File: config.mk
export PLATFORM = sky130hd
export DESIGN_NAME = clk_div_bank
export DESIGN_NICKNAME = d
export VERILOG_FILES = /design/src/rtl/clk_div_pkg.sv /design/src/rtl/clk_div_channel.sv /design/src/rtl/clk_div_bank.sv
export SDC_FILE = /design/constraint.sdc
export NUM_CORES = 2
export LEC_CHECK = 0
export ABC_AREA = 1
export CAP_MARGIN = 20
export CORE_MARGIN = 8
export CORE_UTILIZATION = 58
export CTS_CLUSTER_SIZE = 24
export DETAILED_ROUTE_END_ITERATION = 16
export GPL_ROUTABILITY_DRIVEN = 0
export PLACE_DENSITY = 0.88
export SLEW_MARGIN = 20
export SYNTH_ARGS = -nofsm -noshare
export SYNTH_HDL_FRONTEND = slang
export SYNTH_SLANG_ARGS = --single-unit
File: constraint.sdc
create_clock -name clk -period 5.5 [get_ports clk]
set_input_delay 1.1 -clock clk [delete_from_list [all_inputs] [get_ports clk]]
set_output_delay 1.1 -clock clk [all_outputs]
set_load 0.05 [all_outputs]
File: src/rtl/clk_div_pkg.sv
// Shared constants for the clock divider bank: counter width and common
// system-clock division ratios.
package clk_div_pkg;

   localparam int DEF_CNT_W  = 28;
   localparam int SYS_CLK_HZ = 100_000_000;
   localparam int DIV_4HZ    = 25_000_000;
   localparam int DIV_1KHZ   = 100_000;

   // Returns 0 (channel off) for non-positive rates.
   function automatic int period_for_hz(input int hz);
      return (hz <= 0) ? 0 : SYS_CLK_HZ / hz;
   endfunction

endpackage

File: src/rtl/clk_div_channel.sv
// One divider channel: 1-based up-counter, active and staged period/high,
// registered divided output and wrap tick.
module clk_div_channel
   import clk_div_pkg::*;
#(
   parameter int CNT_W          = DEF_CNT_W,
   parameter int DEFAULT_PERIOD = DIV_4HZ,
   parameter int DEFAULT_HIGH   = DIV_4HZ / 2
) (
   input  logic             clk,
   input  logic             rst_n,
   input  logic             en,
   input  logic             ch_en,
   input  logic             wr,
   input  logic [CNT_W-1:0] cfg_period,
   input  logic [CNT_W-1:0] cfg_high,
   output logic             clk_out,
   output logic             tick
);

   logic [CNT_W-1:0] count, period, high, pend_period, pend_high;
   logic             pend_valid;
   logic [CNT_W-1:0] count_nxt, period_nxt, high_nxt;
   logic             wrap, restart, adopt;

   // High for the last H counts of the period; the low-phase length is formed
   // one bit wider so it can never wrap around.
   function automatic logic phase_high(input logic [CNT_W-1:0] cnt,
                                       input logic [CNT_W-1:0] p,
                                       input logic [CNT_W-1:0] h);
      logic [CNT_W:0] low_len;
      low_len = {1'b0, p} - {1'b0, h};
      if (p == '0 || h == '0) return 1'b0;
      else if (h >= p)        return 1'b1;
      else                    return {1'b0, cnt} > low_len;
   endfunction

   always_comb begin
      wrap       = (period != '0) && (count >= period);
      restart    = !ch_en || (period == '0) || wrap;
      adopt      = en && pend_valid && restart;
      period_nxt = adopt ? pend_period : period;
      high_nxt   = adopt ? pend_high : high;
      count_nxt  = count;
      if (en) count_nxt = restart ? CNT_W'(1) : count + 1'b1;
   end

   always_ff @(posedge clk or negedge rst_n) begin
      if (!rst_n) begin
         count       <= CNT_W'(1);
         period      <= CNT_W'(DEFAULT_PERIOD);
         high        <= CNT_W'(DEFAULT_HIGH);
         pend_period <= CNT_W'(DEFAULT_PERIOD);
         pend_high   <= CNT_W'(DEFAULT_HIGH);
         pend_valid  <= 1'b0;
         clk_out     <= 1'b0;
         tick        <= 1'b0;
      end else begin
         if (wr) begin
            pend_period <= cfg_period;
            pend_high   <= cfg_high;
         end
         // A write landing on the adoption edge stays pending for the next wrap.
         pend_valid <= wr || (pend_valid && !adopt);
         count      <= count_nxt;
         period     <= period_nxt;
         high       <= high_nxt;
         tick       <= en && ch_en && wrap;
         if (en) clk_out <= ch_en && phase_high(count_nxt, period_nxt, high_nxt);
      end
   end

endmodule

File: src/rtl/clk_div_bank.sv
// Bank of independent runtime-programmable clock dividers; the top level only
// decodes config writes into per-channel strobes.
module clk_div_bank
   import clk_div_pkg::*;
#(
   parameter int NUM_CH         = 4,
   parameter int CNT_W          = DEF_CNT_W,
   parameter int DEFAULT_PERIOD = DIV_4HZ,
   parameter int DEFAULT_HIGH   = DIV_4HZ / 2,
   localparam int CH_W          = (NUM_CH > 1) ? $clog2(NUM_CH) : 1
) (
   input  logic              clk,
   input  logic              rst_n,
   input  logic              en,
   input  logic [NUM_CH-1:0] ch_en,
   input  logic              cfg_we,
   input  logic [CH_W-1:0]   cfg_ch,
   input  logic [CNT_W-1:0]  cfg_period,
   input  logic [CNT_W-1:0]  cfg_high,
   output logic [NUM_CH-1:0] clk_out,
   output logic [NUM_CH-1:0] tick
);

   // Channel indices at or above NUM_CH match no strobe, so such writes drop.
   for (genvar i = 0; i < NUM_CH; i++) begin : g_ch
      logic wr;
      assign wr = cfg_we && (cfg_ch == CH_W'(i));

      clk_div_channel #(
         .CNT_W          (CNT_W),
         .DEFAULT_PERIOD (DEFAULT_PERIOD),
         .DEFAULT_HIGH   (DEFAULT_HIGH)
      ) u_ch (
         .clk        (clk),
         .rst_n      (rst_n),
         .en         (en),
         .ch_en      (ch_en[i]),
         .wr         (wr),
         .cfg_period (cfg_period),
         .cfg_high   (cfg_high),
         .clk_out    (clk_out[i]),
         .tick       (tick[i])
      );
   end

endmodule

==> results of run 1 <==
-- cell families after synthesis --
group | Yosys count | share of synthesized area [%]
AND/OR/NAND/NOR | 2101 | 24.8
AO/OA/AOI/OAI | 854 | 12.5
buffers and inverters | 785 | 8.55
flip-flops | 572 | 39.5
adder cells (fa/ha/maj) | 330 | 11.2
XOR/XNOR | 142 | 3.38
-- timing repair --
item / CTS
buffers inserted: 44
cloned: 4
resized for setup: 187
endpoints found under the setup margin: 3
pin swaps: 129
-- per-stage QoR --
step | utilization [%] | instance area [um2]
after floorplan | - | 36900
after global placement | 67.5 | 42500
after detailed placement | 67.5 | 42500
after CTS | 72.5 | 45700
-- per-layer routing --
| layer | global-route usage [%] | overflow |
|---|---|---|
| met1 | 67.8 | 1 |
| met2 | 80.7 | 1 |
| met3 | 71.5 | 0 |
| met4 | 67.1 | 7 |
| met5 | 60.4 | 0 |
==> summary.md, run 1 <==
| Metric | Value |
|---|---|
| Synth cell count leaders | 1,236 x sky130_fd_sc_hd__nand2_1, 644 x sky130_fd_sc_hd__inv_1, 438 x sky130_fd_sc_hd__o21ai_0, 376 x sky130_fd_sc_hd__dfrtp_1, 328 x sky130_fd_sc_hd__ha_1 |
| Cells after synthesis | 4,784 |
| Instance count after placement with tap cells included | 6,159 |
| Placement Setup Slack | -0.541 ns |
| Number of sinks on the clock net | 572 |
| Net count after synthesis | 5,180 |
| Number of storage elements in the synthesis netlist | 572 |
| Num CTS Buffers | 57 |
| Leading area contributor after synthesis | sky130_fd_sc_hd__dfrtp_1 |
| Starting density of the core | 58.5% |
| Portion of synthesized cell area occupied by the leading cell type | 25.5% |
| Initial antenna violation count | 54 |
| Aggregate global-route resource usage | 72.0% |
| Global route overflow | 9 |
| Standard-cell row count | 92 |
| Stage reached | global routing (5_1_grt) |
| Half-perimeter wire length of the detailed placement result | 91.1 mm |
| Post-synthesis area per instance | 7.70 um2 |
| Syn Std Cell Area | 36,800 um2 |
| Number of port buffers | 73 |
| Status | aborted with a tool error |
| Category of the worst endpoint | register data pin |
| Number of enable flip-flop cells after synthesis | 0 |
| Most used flip-flop cell after synthesis | sky130_fd_sc_hd__dfrtp_1 |
| Most repeated cell in the gate-level netlist after synthesis | sky130_fd_sc_hd__nand2_1 |
| Most area-consuming cells after synthesis | sky130_fd_sc_hd__dfrtp_1 26%, sky130_fd_sc_hd__dfstp_2 14%, sky130_fd_sc_hd__nand2_1 13% |
| Yosys cell types | 63 |
| Pin count of the biggest net entering global routing | 171 |
| Top-level I/O count | 74 |
| Hold-fix buffers at CTS | 0 |
| Die width | 268 um |
| Tool error message | [ERROR GRT-0232] Routing congestion too high. Check the congestion heatmap in the GUI. |
| Bufs on Longest Clock Path | 3 |
| H-tree level count | 2 |
| Chip Height | 268 um |
| Library cell used as clock root buffer | sky130_fd_sc_hd__clkbuf_16 |
| Worst endpoint after global-route timing repair | g_ch[2].u_ch.clk_out$_DFFE_PN0P_/D |
| Post-synth ARST share | 100% |
| Count of synthesis-stage warnings from yosys | 0 |
| Proportion of synthesized chip area in sequential cells | 39.5% |
==> run 2: changes to the inputs <==
- CORE_UTILIZATION: 58 -> 40
- CTS_CLUSTER_SIZE: 24 -> not set
- PLACE_DENSITY: 0.88 -> not set
- PLACE_DENSITY_LB_ADDON: not set -> 0.15
- clock period: 5.5 -> 7.2 ns (I/O delays scaled with it)
==> run 2 against run 1 <==
Compared with the run above: the run now ends clean; synthesized cell count unchanged; synthesized area unchanged.
==> summary.md, run 2 <==
| Metric | Value |
|---|---|
| Average wire length per cell after detail routing | 19.2 um |
| Slew at the pin closest to its max-slew limit | 1.04 ns |
| Number of sinks on the clock net | 572 (unchanged) |
| Number of storage elements in the synthesis netlist | 572 (unchanged) |
| Count of nets left with antenna violations after detail routing | 0 |
| Combined buffer and inverter count along the critical path | 1 |
| Sequential standard cell area | 14,600 um2 |
| VDD IR-drop max | 0.000186 V |
| Status | completed (was aborted with a tool error) |
| Global Route met1 Usage | 30.5% |
| Final sum of negative setup slack | 0 ns |
| Initial antenna violation count | 18 |
| Routing usage on met2 | 36.9% |
| Post-layout min period | 6.46 ns |
| Die Outline Area | 102,000 um2 |
| Source-to-sink clock delay at the later pin of the worst-skew pair | 0.63 ns |
| Half-perimeter wire length of the detailed placement result | 90.2 mm (was 91.1 mm) |
| Syn Std Cell Area | 36,800 um2 (unchanged) |
| Post-Layout Inst Area | 41,100 um2 |
| Worst path top cell family by delay | simple AND/OR/NAND/NOR gates |
| Number of vias per cell after detailed routing | 5.13 |
| Critical Path Start Type | flop |
| Bufs on Longest Clock Path | 3 (unchanged) |
| Fill cell instance count of the final layout | 9,192 |
| Chip Height | 320 um (was 268 um) |
| Net count after synthesis | 5,180 (unchanged) |
| Num CTS Buffers | 68 (was 57) |
| Instance count after placement with tap cells included | 5,954 (was 6,159) |
| Yosys cell types | 63 (unchanged) |
| Most repeated cell in the gate-level netlist after synthesis | sky130_fd_sc_hd__nand2_1 (unchanged) |
| Crit share post-route | 89.7% |
| Class of the tightest hold or removal check | reg2reg |
| Top-level I/O count | 74 (unchanged) |
| First-pass iteration count of the detailed router | 6 |
| Library cell used as clock root buffer | sky130_fd_sc_hd__clkbuf_16 (unchanged) |
| CP Capture Type | flop |
| Most common cell after layout, fill and taps aside | sky130_fd_sc_hd__nand2_1 |
| Leading area contributor after synthesis | sky130_fd_sc_hd__dfrtp_1 (unchanged) |
| Leading cell types in the layout, fill and taps excluded | 1,236 x sky130_fd_sc_hd__nand2_1, 643 x sky130_fd_sc_hd__inv_1, 438 x sky130_fd_sc_hd__o21ai_0 |
| Global-route wire length before repair | 179 mm |
| NumNets Final | 5,236 |
| Post-synthesis area per instance | 7.70 um2 (unchanged) |
| Final Non-Filler Cells | 6,091 |
| Proportion of synthesized chip area in sequential cells | 39.5% (unchanged) |
| Post-synth ARST share | 100% (unchanged) |
| Number of port buffers | 73 (unchanged) |
| Static leakage | 0.0201 uW |
| Worst stage delay on the critical path | 0.53 ns |
| Tot Pwr | 16,200 uW |
| Fraction of final layout cells sized beyond drive strength 1 | 9.58% |
| Routing layer with the top usage in global route | met2 |
| Max Freq | 0.155 GHz |
| TritonCTS clock tree | yes |
| Final hold viol count | 0 |
| Pin count of the biggest net entering global routing | 154 |
| Synth cell count leaders | 1,236 x sky130_fd_sc_hd__nand2_1, 644 x sky130_fd_sc_hd__inv_1, 438 x sky130_fd_sc_hd__o21ai_0, 376 x sky130_fd_sc_hd__dfrtp_1, 328 x sky130_fd_sc_hd__ha_1 (unchanged) |
| Worst slew slack as a fraction of its limit | 30.4% |
| Standard-cell row count | 111 (was 92) |
| Critical path data required time | 7.77 ns |
| Final Skew | 0.0279 ns |
| Hold-fix buffers at CTS | 0 (unchanged) |
| Final setup violation count | 0 |
| H-tree level count | 3 (was 2) |
| Area taken by multi-input logic gates | 19,200 um2 |
| Clock transition at the registers of the reported paths | 0.06 ns |
| Number of remaining DRC errors | 0 |
| Total placed instance area | 38,800 um2 (was 42,500 um2) |
| Category of the most critical setup path | reg2reg |
| Global route overflow | 0 |
| Most used cell, CP | sky130_fd_sc_hd__nand2_1 |
| Starting density of the core | 40.3% (was 58.5%) |
| Maximum fanout along the worst path | 42 |
| Areal power density over the cells | 393 nW/um2 |
| Number of enable flip-flop cells after synthesis | 0 (unchanged) |
| WL final | 117 mm |
| Worst Path Arrival | 7.03 ns |
| Count of synthesis-stage warnings from yosys | 0 (unchanged) |
| Placeable core region | 91,500 um2 |
| Cells after synthesis | 4,784 (unchanged) |
| Aggregate global-route resource usage | 22.4% |
| DRC marker count from the first detailed-route iteration | 2,651 |
| Crit path max-delay cell type | sky130_fd_sc_hd__dfstp_2 |
| Most used flip-flop cell after synthesis | sky130_fd_sc_hd__dfrtp_1 (unchanged) |
| Total number of vias | 31,200 |
| GRT met3 Usage | 3.67% |
| Most area-consuming cells after synthesis | sky130_fd_sc_hd__dfrtp_1 26%, sky130_fd_sc_hd__dfstp_2 14%, sky130_fd_sc_hd__nand2_1 13% (unchanged) |
| Area growth from synthesis to final layout | 11.6% |
| Maximum capacitance violations | 0 |
| Die width | 320 um (was 268 um) |
| Unrepaired setup endpoints after global routing | false |
| Portion of synthesized cell area occupied by the leading cell type | 25.5% (unchanged) |
| Final Slew Violations | 0 |
| Vias in the first global route | 30,300 |
| Min Hold Slack | 0.477 ns |
==> run 2: worst paths after layout <==
check                                          end               startpoint  slack (ns)  cells after the start
setup / recovery              g_ch[3].u_ch.clk_out  g_ch[3].u_ch.period[13]        0.74                     36
hold / removal             g_ch[1].u_ch.pend_valid  g_ch[1].u_ch.pend_valid        0.48                      2
setup reg to reg              g_ch[3].u_ch.clk_out  g_ch[3].u_ch.period[13]        0.74                     36
hold reg to reg            g_ch[1].u_ch.pend_valid  g_ch[1].u_ch.pend_valid        0.48                      2
max in group asynchronous  g_ch[2].u_ch.period[26]                    rst_n        4.96                      2
min in group asynchronous        g_ch[1].u_ch.tick                    rst_n        0.83                      1
==> run 2: worst reg2reg max path, delay by kind of cell (launching register included) <==
| kind | cells | cell delay (ns) |
|---|---|---|
| XOR/XNOR | 1 | 0.17 |
| AND/OR/NAND/NOR | 21 | 2.55 |
| buffers and inverters | 1 | 0.08 |
| AO/OA/AOI/OAI | 10 | 2.14 |
| flip-flops | 1 | 0.53 |
| adder cells (fa/ha/maj) | 3 | 0.96 |
==> run 2: final cells by class <==
| class | count | area share [%] |
|---|---|---|
| Multi-Input combinational cell | 3427 | 46.7 |
| Sequential cell | 572 | 35.4 |
| Inverter | 660 | 6.03 |
| Clock buffer | 103 | 4.76 |
| Tap cell | 1186 | 3.61 |
| Timing Repair Buffer | 111 | 2.72 |
| Clock inverter | 23 | 0.740 |
| Antenna cell | 9 | 0.0548 |
==> run 2: cell families after synthesis <==
kind of cell | synth area share (%)
and+or+nand+nor | 24.8
adders and majority gates | 11.2
DFF | 39.5
xor gates and xnor gates | 3.38
buffers and inverters | 8.55
AOI/OAI and AO/OA | 12.5
==> run 2: timing repair <==
item                       CTS  global route
buffers inserted             0             0
gates resized for setup      0             1
setup endpoints to repair    0             1
==> run 2: metal layers <==
layer	wire (um)	up-vias	share of wire, %
li1	-	15800	-
met1	53200	14500	45
met2	53800	751	46
met3	7070	164	6.0
met4	2960	0	2.5
met5	0	-	0
==> run 2: where the power goes <==
part,total [uW],switching (uW),internal [uW]
Combinational,8230,5420,2820
Sequential,4420,325,4090
Clock,3530,1480,2050
Total,16200,7220,8960
==> run 2: through the flow <==
step                util [%]  setup slack (ns)
floorplan                  -              1.52
global placement        42.4             0.510
detailed placement      42.4             0.392
CTS                     44.8             0.757
global route            44.9            0.0709
finish                  44.9             0.740
No activity file was read; power rests on OpenSTA's default activity.
